File: src/rtl/sisc_ctrl_fsm.sv
// Multi-cycle fetch/decode/execute/mem/writeback controller for the SISC datapath.
// Define SISC_CTRL_WAITSTATE_EN to make LOD/STR hold in MEM until dm_ack, with timeout to FAULT.
module sisc_ctrl_fsm #(
  parameter int                OP_W     = 4,
  parameter int                CC_W     = 4,
  parameter logic [CC_W-1:0]   IMM_MODE = CC_W'(8),
  parameter int                CNT_W    = 16,
  parameter int                WAIT_MAX = 8
) (
  input  logic             clk,
  input  logic             rst_f,
  input  logic [OP_W-1:0]  opcode,
  input  logic [CC_W-1:0]  mm,
  input  logic [CC_W-1:0]  stat,
  input  logic             stall,
  input  logic             dm_ack,
  output logic             rf_we,
  output logic             wb_sel,
  output logic             mm_sel,
  output logic             dm_we,
  output logic             ir_load,
  output logic             pc_write,
  output logic             pc_sel,
  output logic             br_sel,
  output logic             pc_rst,
  output logic             swap_en,
  output logic [1:0]       alu_op,
  output logic [1:0]       rd_sel,
  output logic             halted,
  output logic             fault,
  output logic [CNT_W-1:0] retired
);

  // state      | meaning
  // START0/1   | two reset cycles holding the PC in reset
  // FETCH      | load IR, advance PC (held while stall)
  // DECODE     | select register-file read port
  // EXECUTE    | ALU operation, branch resolution
  // MEM        | data-memory access / ALU result write
  // WB         | register write for LOD and SWAP
  // HALT       | absorbing, left only via reset
  // FAULT      | absorbing, data-memory timeout

  typedef enum logic [3:0] {
    ST_START0, ST_START1, ST_FETCH, ST_DECODE, ST_EXECUTE,
    ST_MEM, ST_WB, ST_HALT, ST_FAULT
  } state_t;

  localparam logic [OP_W-1:0] OP_NOOP = OP_W'(0);
  localparam logic [OP_W-1:0] OP_LOD  = OP_W'(1);
  localparam logic [OP_W-1:0] OP_STR  = OP_W'(2);
  localparam logic [OP_W-1:0] OP_SWAP = OP_W'(3);
  localparam logic [OP_W-1:0] OP_BRA  = OP_W'(4);
  localparam logic [OP_W-1:0] OP_BRR  = OP_W'(5);
  localparam logic [OP_W-1:0] OP_BNE  = OP_W'(6);
  localparam logic [OP_W-1:0] OP_ALU  = OP_W'(8);
  localparam logic [OP_W-1:0] OP_HLT  = {OP_W{1'b1}};

  state_t state, state_nxt;
  logic   is_imm, mm_zero, cond_hit, br_taken, retire;

  assign is_imm   = (mm == IMM_MODE);
  assign mm_zero  = (mm == '0);
  assign cond_hit = ((mm & stat) != '0);

  always_comb begin
    br_taken = 1'b0;
    case (opcode)
      OP_BRA, OP_BRR: br_taken = cond_hit;
      OP_BNE:         br_taken = !cond_hit;
      default:        br_taken = 1'b0;
    endcase
  end

`ifdef SISC_CTRL_WAITSTATE_EN
  localparam int WAIT_W = (WAIT_MAX > 1) ? $clog2(WAIT_MAX) : 1;
  logic [WAIT_W-1:0] wait_cnt;
  logic              dm_access;
  assign dm_access = (opcode == OP_LOD) || (opcode == OP_STR);
`else
  logic unused_cfg;
  assign unused_cfg = dm_ack ^ (WAIT_MAX == 0);
`endif

  always_comb begin
    state_nxt = state;
    case (state)
      ST_START0:  state_nxt = ST_START1;
      ST_START1:  state_nxt = ST_FETCH;
      ST_FETCH:   state_nxt = stall ? ST_FETCH : ST_DECODE;
      ST_DECODE:  state_nxt = (opcode == OP_HLT) ? ST_HALT : ST_EXECUTE;
      ST_EXECUTE: begin
        case (opcode)
          OP_ALU, OP_LOD, OP_STR, OP_SWAP: state_nxt = ST_MEM;
          default:                         state_nxt = ST_FETCH;
        endcase
      end
      ST_MEM: begin
        if ((opcode == OP_LOD) || (opcode == OP_SWAP)) state_nxt = ST_WB;
        else                                           state_nxt = ST_FETCH;
`ifdef SISC_CTRL_WAITSTATE_EN
        // Hold in MEM until the memory acknowledges; the terminal count gives up.
        if (dm_access && !dm_ack)
          state_nxt = (wait_cnt == '0) ? ST_FAULT : ST_MEM;
`endif
      end
      ST_WB:      state_nxt = ST_FETCH;
      ST_HALT:    state_nxt = ST_HALT;
      ST_FAULT:   state_nxt = ST_FAULT;
      default:    state_nxt = ST_START0;
    endcase
  end

  assign retire = (state_nxt == ST_FETCH) &&
                  ((state == ST_EXECUTE) || (state == ST_MEM) || (state == ST_WB));

  always_ff @(posedge clk or negedge rst_f) begin
    if (!rst_f) begin
      state   <= ST_START0;
      retired <= '0;
`ifdef SISC_CTRL_WAITSTATE_EN
      wait_cnt <= '0;
`endif
    end else begin
      state <= state_nxt;
      if (retire) retired <= retired + CNT_W'(1);
`ifdef SISC_CTRL_WAITSTATE_EN
      if ((state != ST_MEM) && (state_nxt == ST_MEM))
        wait_cnt <= WAIT_W'(WAIT_MAX - 1);
      else if ((state == ST_MEM) && (wait_cnt != '0))
        wait_cnt <= wait_cnt - WAIT_W'(1);
`endif
    end
  end

  // Strobes decode directly from state so a falling rst_f kills them at once.
  always_comb begin
    rf_we    = 1'b0;
    wb_sel   = 1'b0;
    mm_sel   = 1'b0;
    dm_we    = 1'b0;
    ir_load  = 1'b0;
    pc_write = 1'b0;
    pc_sel   = 1'b0;
    br_sel   = 1'b0;
    pc_rst   = 1'b0;
    swap_en  = 1'b0;
    alu_op   = 2'b00;
    rd_sel   = 2'b00;
    case (state)
      ST_START0, ST_START1: pc_rst = 1'b1;
      ST_FETCH: begin
        ir_load  = !stall;
        pc_write = !stall;
      end
      ST_DECODE: begin
        if ((opcode == OP_LOD) || ((opcode == OP_ALU) && is_imm)) rd_sel = 2'b01;
        else if (opcode == OP_SWAP)                              rd_sel = 2'b10;
      end
      ST_EXECUTE: begin
        case (opcode)
          OP_ALU: alu_op = is_imm ? 2'b01 : 2'b00;
          OP_LOD, OP_STR: begin
            alu_op = mm_zero ? 2'b01 : 2'b00;
            mm_sel = is_imm;
          end
          OP_SWAP: begin
            swap_en = 1'b1;
            rd_sel  = 2'b10;
            rf_we   = 1'b1;
          end
          OP_BRA, OP_BRR, OP_BNE: begin
            alu_op = 2'b10;
            if (br_taken) begin
              pc_sel   = 1'b1;
              pc_write = 1'b1;
              br_sel   = (opcode != OP_BRR);
            end
          end
          default: alu_op = 2'b00;
        endcase
      end
      ST_MEM: begin
        case (opcode)
          OP_ALU:  rf_we = 1'b1;
          OP_STR:  dm_we = 1'b1;
          OP_LOD:  wb_sel = 1'b1;
          OP_SWAP: begin
            swap_en = 1'b1;
            rd_sel  = 2'b10;
          end
          default: rf_we = 1'b0;
        endcase
      end
      ST_WB: begin
        if (opcode == OP_LOD) begin
          rf_we  = 1'b1;
          wb_sel = 1'b1;
        end else if (opcode == OP_SWAP) begin
          rf_we   = 1'b1;
          swap_en = 1'b1;
        end
      end
      default: rf_we = 1'b0;
    endcase
  end

  assign halted = (state == ST_HALT);
`ifdef SISC_CTRL_WAITSTATE_EN
  assign fault = (state == ST_FAULT);
`else
  assign fault = 1'b0;
`endif

  logic unused_op;
  assign unused_op = (opcode == OP_NOOP);

endmodule

File: config.mk
export PLATFORM = sky130hd
export DESIGN_NAME = sisc_ctrl_fsm
export DESIGN_NICKNAME = d
export VERILOG_FILES = /design/src/rtl/sisc_ctrl_fsm.sv
export SDC_FILE = /design/constraint.sdc
export NUM_CORES = 1
export LEC_CHECK = 0
export CELL_PAD_IN_SITES_DETAIL_PLACEMENT = 0
export CELL_PAD_IN_SITES_GLOBAL_PLACEMENT = 1
export CORE_AREA = 2 2 63 71
export DETAILED_ROUTE_END_ITERATION = 8
export DIE_AREA = 0 0 65 73
export PLACE_DENSITY_LB_ADDON = 0.3
export SLEW_MARGIN = 40
export SYNTH_ARGS = -nofsm -noshare
export SYNTH_HDL_FRONTEND = slang
export SYNTH_SLANG_ARGS = --single-unit
File: constraint.sdc
create_clock -name clk -period 3.8 [get_ports clk]
set_clock_uncertainty 0.1 [all_clocks]
set_input_delay 0.57 -clock clk [delete_from_list [all_inputs] [get_ports clk]]
set_output_delay 0.57 -clock clk [all_outputs]
set_load 0.01 [all_outputs]
==> flow_summary.toml <==
[run_status]
status = "complete, no violations"

[critical_path]
worstSetupPathType = "input pin to primary output"
worstSetupEndpointType = "primary output"
rrSetupSlack_ns = 1.61
cp_max_fo = 4
cp_data_arrival_time_ns = 2.92
cp.required_ns = 3.13
start_kind = "input pin"

[yosys]
synth.most_common_cell = "dfrtp_1"
synth_cell_types = 44
syn-instance-count = 143
synth.ff_latch_count = 20
synth_flop_cell = "dfrtp_1"
synth_common_cells = "dfrtp_1, xor2_1, nor2_1"
ys_seq_area_share_pct = 37.1
async_flop_share_pct = 100
postSynthAreaPerCell_um2 = 9.42
yosysTopAreaCell = "dfrtp_1"
syn_nets = 160
ys_warn_count = 0
yosysTopAreaCellShare_pct = 37.1
synthTopCellsByArea = "dfrtp_1, xor2_1, nor4_1"
synth-edff-count = 0
syn-cell-area_um2 = 1350

[timing]
period_share_pct = 94.3
fin_setup_tns_ns = 0
finalSetupViolCount = 0
period_minus_slack_ns = 3.59
grt_setup_unrepaired = "no"
fmax_mhz = 279
finalHoldViolCount = 0
layout_setup_ws_ns = 0.215
slew_viol_final = 0

[cts]
clk_pin_slew_ns = 0.07
h-tree-depth = 1
cts_root_buf = "clkbuf_8"
cts_buffers = 3
clock-sinks = 20
cts_hold_buf = 0
cts_setup_buffers = 0
cts_tree = "done"
clock_latency_ns = 0.26
clock_path_buffers = 2
cts_resized = 0

[floorplan]
row_count = 25
io_pins = 48
die_h_um = 73
die_w_um = 65
initial_core_util_pct = 32.9
core-area_um2 = 4100
dieArea_um2 = 4750

[global_routing]
track_usage_pct = 15.0
grt_antenna_before_repair = 0
grt_pass1_vias = 1268
grt_max_degree = 21
grt_pass1_wl_um = 5630
gr-total-overflow = 0

[pwr]
power_density_nw_per_um2 = 456
p_leak_nw = 0.786
ir_drop_mv = 0.138

[layout]
syn_to_final_growth_pct = 38.0
drive_gt1_share_pct = 8.70
n_antenna_cell = 0
final_nets = 203
utilization_pct = 45.4

[detailed_routing]
postRouteAntennaNets = 0
drc = 0
drt_iter0_drc = 39
vias = 1229
wl_um = 3260
first_pass_iters = 4
drt-vias-per-instance = 5.16
avgRoutedWirePerCell_um = 13.7

[placement]
dp_slack_ns = 0.202
place.gp.congestion = 0.804
dp_hpwl_um = 2490
io_buffers = 45

[flow_run]
maxCapViolations = 0

[worst_hold_path]
hp-class = "input pin to async pin"
## area by class of cell
class | count | area (um2)
clock buffers | 3 | 41.3
fillers | 429 | 2240
inverters | 4 | 15.0
multi-input cells | 108 | 759
flip-flops and latches | 20 | 500
well taps | 54 | 67.6
repair buffers | 49 | 475
## placed cells by master (no fill, tap or decap), types with 2 or more instances in the layout
cell type	Yosys	routed
nor4b_2	2	2
a21oi_1	5	5
xnor2_1	4	4
clkdlybuf4s50_1	0	44
nor4b_1	4	4
nor2_1	11	11
and2_1	2	2
clkbuf_8	0	3
nand2b_1	4	4
nor4_1	9	9
xor2_1	12	12
dfrtp_1	20	20
nor3_1	9	9
and3_1	3	3
inv_1	4	4
nor3b_1	2	2
nand4_1	2	2
nand2_1	10	10
buf_4	1	4
nand3_1	6	6
and4_1	2	2
## layer usage
layer | part of all wire [%] | up-vias | routed length [um] | global-route usage, %
li1 | - | 595 | - | -
met1 | 43 | 585 | 1410 | 16.7
met2 | 50 | 44 | 1630 | 29.1
met3 | 5.0 | 5 | 164 | 1.54
met4 | 1.7 | 0 | 56 | 5.67
met5 | 0 | - | 0 | 0
## registers in the layout, summed over array words and instances (netlist names)
| signal | flops |
|---|---|
| retired | 16 |
| state | 4 |
## final timing paths
path	startpoint	to	cells after the start
setup / recovery	mm[3]	br_sel	7
hold / removal	rst_f	retired[15]	1
setup reg to reg	state[3]	retired[12]	5
hold reg to reg	retired[15]	retired[15]	1
max in group asynchronous	rst_f	retired[6]	1
min in group clk	retired[15]	retired[15]	1
## kinds of logic (layout without fill, tap and decap cells)
kind of cell	count (synthesis)	count (layout)	share of synthesized area [%]
DFF	20	20	37.1
muxes	2	2	1.58
xor gates and xnor gates	16	16	10.4
and+or+nand+nor	74	74	34.6
buffers and inverters	15	56	6.50
other	1	1	0.278
AOI/OAI and AO/OA	14	14	8.54
adders and majority gates	1	1	0.928
## stage by stage
step	hold WS [ns]	instances	power (mW)	instance area, um2
after floorplan	0.174	143	0.596	1350
after global placement	0.357	235	0.713	1820
after detailed placement	0.383	235	0.718	1820
after CTS	0.173	238	0.857	1860
after global routing	0.193	238	0.909	1860
final	0.145	238	0.848	1860
## critical path, cell delays in order
cell and delay [ns]:
clkdlybuf4s50_1 0.46, a22o_1 0.21, a221oi_1 0.35, mux2i_1 0.25, nand4b_1 0.16, nor4b_1 0.31, clkdlybuf4s50_1 0.60
## report_power, final
group          leakage (nW)  switching, mW  internal [mW]
Combinational         0.507          0.195          0.189
Clock                0.0216         0.0673         0.0706
Sequential            0.257         0.0753          0.252
Note: power is estimated with default switching activity, not from simulation.
